<file path="src/rtl/instr_encoder.sv">
// RV32I instruction encoder: range-checks immediates and packs fields into one word.
// Optional INSTR_ENCODER_ERRCNT_EN adds err_count and err_fmt outputs.
module instr_encoder #(
    parameter logic [31:0] BASE_ADDR = 32'h0000_0000
) (
    input  logic        clk,
    input  logic        reset,
    input  logic        clear,
    input  logic        in_valid,
    output logic        in_ready,
    input  logic [2:0]  fmt,
    input  logic [6:0]  opcode,
    input  logic [4:0]  rd,
    input  logic [2:0]  funct3,
    input  logic [4:0]  rs1,
    input  logic [4:0]  rs2,
    input  logic [6:0]  funct7,
    input  logic [31:0] imm,
    output logic        out_valid,
    input  logic        out_ready,
    output logic [31:0] out_instr,
    output logic [31:0] out_addr,
    output logic        err
`ifdef INSTR_ENCODER_ERRCNT_EN
    ,
    output logic [7:0]  err_count,
    output logic [2:0]  err_fmt
`endif
);

    localparam logic [2:0] FMT_I = 3'b000;
    localparam logic [2:0] FMT_S = 3'b001;
    localparam logic [2:0] FMT_B = 3'b010;
    localparam logic [2:0] FMT_J = 3'b011;
    localparam logic [2:0] FMT_R = 3'b100;
    localparam logic [2:0] FMT_U = 3'b101;

    logic        is_i;
    logic        is_s;
    logic        is_b;
    logic        is_j;
    logic        is_r;
    logic        is_u;
    logic        is_rsv;

    logic        fit12;
    logic        fit13;
    logic        fit21;
    logic        even;

    logic        ok;
    logic [31:0] word;
    logic        accept;
    logic        load;
    logic        reject;
    logic        fire;

    assign is_i   = (fmt == FMT_I);
    assign is_s   = (fmt == FMT_S);
    assign is_b   = (fmt == FMT_B);
    assign is_j   = (fmt == FMT_J);
    assign is_r   = (fmt == FMT_R);
    assign is_u   = (fmt == FMT_U);
    assign is_rsv = fmt[2] & fmt[1];

    // Signed fit: every bit above the field's sign bit must copy it.
    assign fit12 = (&imm[31:11]) | ~(|imm[31:11]);
    assign fit13 = (&imm[31:12]) | ~(|imm[31:12]);
    assign fit21 = (&imm[31:20]) | ~(|imm[31:20]);
    assign even  = ~imm[0];

    always_comb begin
        ok   = 1'b0;
        word = 32'h0;
        unique case (1'b1)
            is_i: begin
                ok   = fit12;
                word = {imm[11:0], rs1, funct3, rd, opcode};
            end
            is_s: begin
                ok   = fit12;
                word = {imm[11:5], rs2, rs1, funct3,
                        imm[4:0], opcode};
            end
            is_b: begin
                ok   = fit13 & even;
                word = {imm[12], imm[10:5], rs2, rs1, funct3,
                        imm[4:1], imm[11], opcode};
            end
            is_j: begin
                ok   = fit21 & even;
                word = {imm[20], imm[10:1], imm[11],
                        imm[19:12], rd, opcode};
            end
            is_r: begin
                ok   = 1'b1;
                word = {funct7, rs2, rs1, funct3, rd, opcode};
            end
            is_u: begin
                ok   = ~(|imm[11:0]);
                word = {imm[31:12], rd, opcode};
            end
            is_rsv: begin
                ok   = 1'b0;
                word = 32'h0;
            end
            default: begin
                ok   = 1'b0;
                word = 32'h0;
            end
        endcase
    end

    assign in_ready = ~out_valid | out_ready;
    assign accept   = in_valid & in_ready;
    assign load     = accept & ok;
    assign reject   = accept & ~ok;
    assign fire     = out_valid & out_ready;

    // clear shares the reset path, so a request in a clear cycle is dropped.
    always_ff @(posedge clk) begin
        if (reset || clear) begin
            out_valid <= 1'b0;
            out_instr <= 32'h0;
            out_addr  <= BASE_ADDR;
            err       <= 1'b0;
        end else begin
            out_valid <= load | (out_valid & ~out_ready);
            if (load) begin
                out_instr <= word;
            end
            if (fire) begin
                out_addr <= out_addr + 32'd4;
            end
            if (reject) begin
                err <= 1'b1;
            end
        end
    end

`ifdef INSTR_ENCODER_ERRCNT_EN
    always_ff @(posedge clk) begin
        if (reset || clear) begin
            err_count <= 8'd0;
            err_fmt   <= 3'd0;
        end else if (reject) begin
            err_fmt <= fmt;
            if (err_count != 8'hFF) begin
                err_count <= err_count + 8'd1;
            end
        end
    end
`endif

endmodule
</file>
<file path="config.mk">
export PLATFORM = sky130hd
export DESIGN_NAME = instr_encoder
export DESIGN_NICKNAME = d
export VERILOG_FILES = /design/src/rtl/instr_encoder.sv
export SDC_FILE = /design/constraint.sdc
export NUM_CORES = 1
export LEC_CHECK = 0
export BUFFER_PORTS_ARGS = -buffer_cell sky130_fd_sc_hd__buf_2
export CORE_MARGIN = 3
export CORE_UTILIZATION = 50
export CTS_BUF_LIST = sky130_fd_sc_hd__clkbuf_8
export CTS_CLUSTER_DIAMETER = 120
export DETAILED_ROUTE_END_ITERATION = 16
export PLACE_DENSITY = 0.83
export RECOVER_POWER = 25
export SKIP_LAST_GASP = 1
export SLEW_MARGIN = 25
export SYNTH_ARGS = -nofsm -noshare
export SYNTH_HDL_FRONTEND = slang
export SYNTH_SLANG_ARGS = --single-unit
</file>
<file path="constraint.sdc">
create_clock -name clk -period 2.3 [get_ports clk]
set_input_delay 0.115 -clock clk [delete_from_list [all_inputs] [get_ports clk]]
set_output_delay 0.115 -clock clk [all_outputs]
set_load 0.02 [all_outputs]
</file>
# Word level (Yosys, flattened, before mapping)
# Index checks and enable logic that the tools add are counted.
# Widths: inputs -> output; s select.
word_totals:
  register_bits: 66
  in_bits: 72
  output_inout_bits: 67
  word_cells: 42
classes:
  add_sub_neg: 1
  n_eq_ne: 5
  mux: 2
  bitwise_logic: 20
  reduce_logical: 10
op_table:
  columns: ["op", "n"]
  rows:
  - ["$pmux 32 s6", 1]
  - ["$add 32x3->32 const B", 1]
  - ["$reduce_or 12->1", 2]
  - ["$reduce_and 21->1", 1]
  - ["$reduce_or 21->1", 1]
  - ["$reduce_and 20->1", 1]
  - ["$reduce_or 20->1", 1]
  - ["$reduce_and 12->1", 1]
  - ["$not 1->1", 8]
  - ["$and 1x1->1", 7]
  - ["$eq 3x2->1 const B", 2]
  - ["$eq 3x3->1 const B", 2]
  - ["$or 1x1->1", 5]
  - ["$pmux 1 s5", 1]
  - ["$eq 3x1->1 const B", 1]
  - ["$logic_not 3->1", 1]
  - ["$reduce_or 2->1", 1]
  - ["$logic_or 1x1->1", 1]

# Logic depth before layout (Yosys ltp)
depth:
  depth_word: 7
  ltp_mapped: 8
  mapped_depth_nobuf: 6

# Worst setup path after synthesis
# Ideal clock, no wire load.
synth_path:
  path_type: "reg2reg"
  from: "reg out_addr[9]"
  to: "reg out_addr[29]"
  setup_time_ns: 0.128
  t_arrival_ns: 1.971
  required_time_ns: 2.172
  path_slack_ns: 0.202
  path_stages_with_launch: 8
  path_buffers: 1
  synth_period_minus_slack_ns: 2.098
  path_cell_list: "dfxtp_1 nand4_1 or4_1 clkbuf_1 nor4_2 nand4_1 xor2_1 nor2_1"
synth_between:
  elab_chain_len: 1
synth_lines:
  columns: ["item", "line_no", "rtl"]
  rows:
  - ["from (decl)", "22", "output logic [31:0] out_addr,"]
  - ["from (signal assigned)", "133", "out_addr <= out_addr + 32'd4;"]
  - ["$add 32x3->32", "133", null]
# Every way passes these cells.
# A chain may end at the register's enable or synchronous reset.

# Worst setup path after layout
layout_path:
  from: "reg out_addr[11]"
  to: "reg out_addr[28]"
# The elaborated chain is that of the path after synthesis.

==> flow_metrics.env <==
export IMPL_port_buffer_count=136
export IMPL_dieArea_sq_um=8050
export IMPL_critical_path_class="reg -> reg"
export IMPL_cts_setup_buffers=0
export IMPL_clockBufferDepth=2
export IMPL_antenna_found_initial=0
export IMPL_slew_headroom_pct=56.7
export IMPL_finalSetupViolCount=0
export IMPL_grtUsageMet3_pct=7.01
export IMPL_cap_violations=0
export IMPL_layout_commonest_cell="buf_2"
export IMPL_dr_pass1_iters=4
export IMPL_cts_buffers=9
export IMPL_cp_max_fo=6
export IMPL_cts_hold_buf=0
export IMPL_dp_cells=642
export IMPL_coreArea_sq_um=6570
export IMPL_crit_path_end_kind="flip-flop"
export IMPL_synth_largest_area_cell="dfxtp_1"
export IMPL_ioPinCount=139
export IMPL_grt_setup_unrepaired="true"
export IMPL_regArea_sq_um=1280
export IMPL_swShare_pct=28.3
export IMPL_status="completed"
export IMPL_p_per_area_nw_per_um2=547
export IMPL_synth_top_area_share_pct=36.5
export IMPL_place_area_sq_um=4310
export IMPL_fin_skew_ns=0.00735
export IMPL_instances_no_fill=658
export IMPL_hold_violations=0
export IMPL_start_util_pct=53.4
export IMPL_ys_ff_latch=64
export IMPL_synth_cell_types=47
export IMPL_cts_tree="yes"
export IMPL_avgSynthCellArea_sq_um=8.21
export IMPL_wire_per_inst_um=16.2
export IMPL_irDropWorstVdd_v=0.000415
export IMPL_multi_input_area_sq_um=2030
export IMPL_max_stage_delay_ns=0.65
export IMPL_fin_area_sq_um=4480
export IMPL_switchingPower_w=0.000693
export IMPL_p_int_w=0.00175
export IMPL_synth_edff_count=0
export IMPL_clock_fmax_ghz=0.462
export IMPL_drt_iter0_drc=177
export IMPL_cts_clk_slew_worst_paths_ns=0.08
export IMPL_grt_pass1_vias=3549
export IMPL_wirelength_um=10700
export IMPL_grt_max_degree=31
export IMPL_power_share_clock_pct=40.6
export IMPL_leakage_nw=1.80
export IMPL_cts_resized=0
export IMPL_synthTopCellsByArea="dfxtp_1 37%, mux2i_1 6.9%, a21oi_1 6.1%"
export IMPL_cp_required_ns=2.53
export IMPL_std_cell_rows=29
export IMPL_postRouteAntennaNets=0
export IMPL_clkSinkCount=64
export IMPL_vias=3803
export IMPL_fp_dieW_um=89.7
export IMPL_layout_area_overhead_vs_synth_pct=27.7
export IMPL_cts_max_level=3
export IMPL_ys_seq_area_share_pct=36.5
export IMPL_slowest_stage="or4_1"
export IMPL_antennaDiodeCount=0
export IMPL_dp_hpwl_um=7950
export IMPL_clk_insertion_delay_late_ns=0.34
export IMPL_yosys_warnings=0
export IMPL_fillers=567
export IMPL_nets=633
export IMPL_seqPwrFrac_pct=45.7
export IMPL_hold_path_class="in -> reg"
export IMPL_drcViolationCount=0
export IMPL_path_cells="nand4_1, or4_1, nor4_2, nand3_1, xor2_1, nor2_1"
export IMPL_grtUsageMet1_pct=32.7
export IMPL_min_period_over_period_pct=94.1
export IMPL_root_buffer="clkbuf_8"
export IMPL_avgViaCountPerCell=5.78
export IMPL_maxSlewViolCount=0
export IMPL_grt_busiest_layer="met2"
export IMPL_whs_ns=0.0197
export IMPL_grt_pass1_wl_um=17300
export IMPL_die_y_um=89.7
export IMPL_cp_arrival_ns=2.40
export IMPL_fin_crit_ns=2.16
export IMPL_worst_pin_slew_ns=0.649
export IMPL_use_met2_pct=42.2
export IMPL_synthArstFlopShare_pct=0
export IMPL_layout_drive_gt1_share_pct=27.6
export IMPL_gp_congestion=0.965
export IMPL_synth_cells=427
export IMPL_grt_ovfl_total=0
export IMPL_grt_usage_pct=25.7
export IMPL_synth_top_flop_cell="dfxtp_1"
export IMPL_mostFrequentLayoutCells="105 x buf_2, 64 x dfxtp_1, 43 x a21oi_1"
export IMPL_synthesis_area_sq_um=3510
export IMPL_start_kind="flip-flop"
export IMPL_p_comb_share_pct=13.8
==> cell type report <==
type                            instances  share of cell area, %
Multi-Input combinational cell        316                   45.3
Sequential cell                        64                   28.6
Timing Repair Buffer                  157                   17.9
Clock buffer                            9                   2.77
Tap cell                               93                   2.60
Clock inverter                          7                   1.82
Inverter                               12                   1.01
==> metrics by stage <==
step                      TNS (ns)  setup WS [ns]  total power [W]  utilization (%)
after CTS                        0          0.122          0.00246             68.8
after global routing       -0.0437        -0.0257          0.00254             68.2
final                            0          0.137          0.00245             68.2
after floorplan                  0          0.202          0.00134                -
after detailed placement         0         0.0611          0.00147             65.6
after global placement           0          0.134          0.00147             65.6
==> final timing paths <==
| path | from | end | slack (ns) | depth (start not counted) |
|---|---|---|---|---|
| setup / recovery | out_addr[11] | out_addr[28] | 0.14 | 6 |
| hold / removal | opcode[3] | out_instr[3] | 0.02 | 3 |
| setup reg to reg | out_addr[11] | out_addr[28] | 0.14 | 6 |
| hold reg to reg | out_instr[31] | out_instr[31] | 0.46 | 2 |
==> logic make-up (layout without fill, tap and decap cells) <==
kind of cell	after synthesis	count (layout)	share of synthesized area [%]
adders and majority gates	1	1	0.357
muxes	24	24	6.85
AOI/OAI and AO/OA	109	109	20.6
other	1	2	0.107
and+or+nand+nor	152	152	22.6
DFF	64	64	36.5
xor gates and xnor gates	28	28	6.99
buffers and inverters	48	185	6.00
==> state kept, by name (all words and copies together), names as in the netlist <==
name,count
out_instr,32
out_addr,30
err,1
out_valid,1
==> critical path: cells and delay by family (launching register included) <==
kind          cells  cell delay (ns)
flops             1             0.39
xor+xnor          1             0.18
simple gates      5             1.48
==> power by group through the flow <==
stage	registers, W	clock network [W]	logic (W)
2_1_floorplan	0.00115	0	0.000187
3_3_place_gp	0.00114	0	0.000326
3_5_place_dp	0.00114	0	0.000330
4_1_cts	0.00112	0.00101	0.000332
5_1_grt	0.00112	0.00106	0.000366
6_report	0.00112	0.000992	0.000337
==> cells in the mapped netlist (3+ instances only) <==
cell and instances:
nor4_1 18, dfxtp_1 64, nor2_1 42, or3_1 3, or4_1 5, clkbuf_1 22, xor2_1 22, buf_1 4
nand3_1 15, o21ai_0 12, and2_1 3, a211oi_1 5, inv_1 11, nand4_1 15, o21ai_1 11, and3_1 3
nor3_1 17, a31o_1 12, a2111oi_2 5, a21oi_1 43, nand2_1 19, buf_2 6, xnor2_1 6, mux2i_1 24
o22ai_1 11
==> per-layer routing <==
| metal | vias to the layer above | share of wire, % |
|---|---|---|
| met2 | 169 | 48 |
| met4 | 0 | 1.3 |
| met3 | 14 | 7.5 |
| met5 | - | 0 |
| li1 | 1836 | - |
| met1 | 1784 | 43 |
No activity file was read; power rests on OpenSTA's default activity.
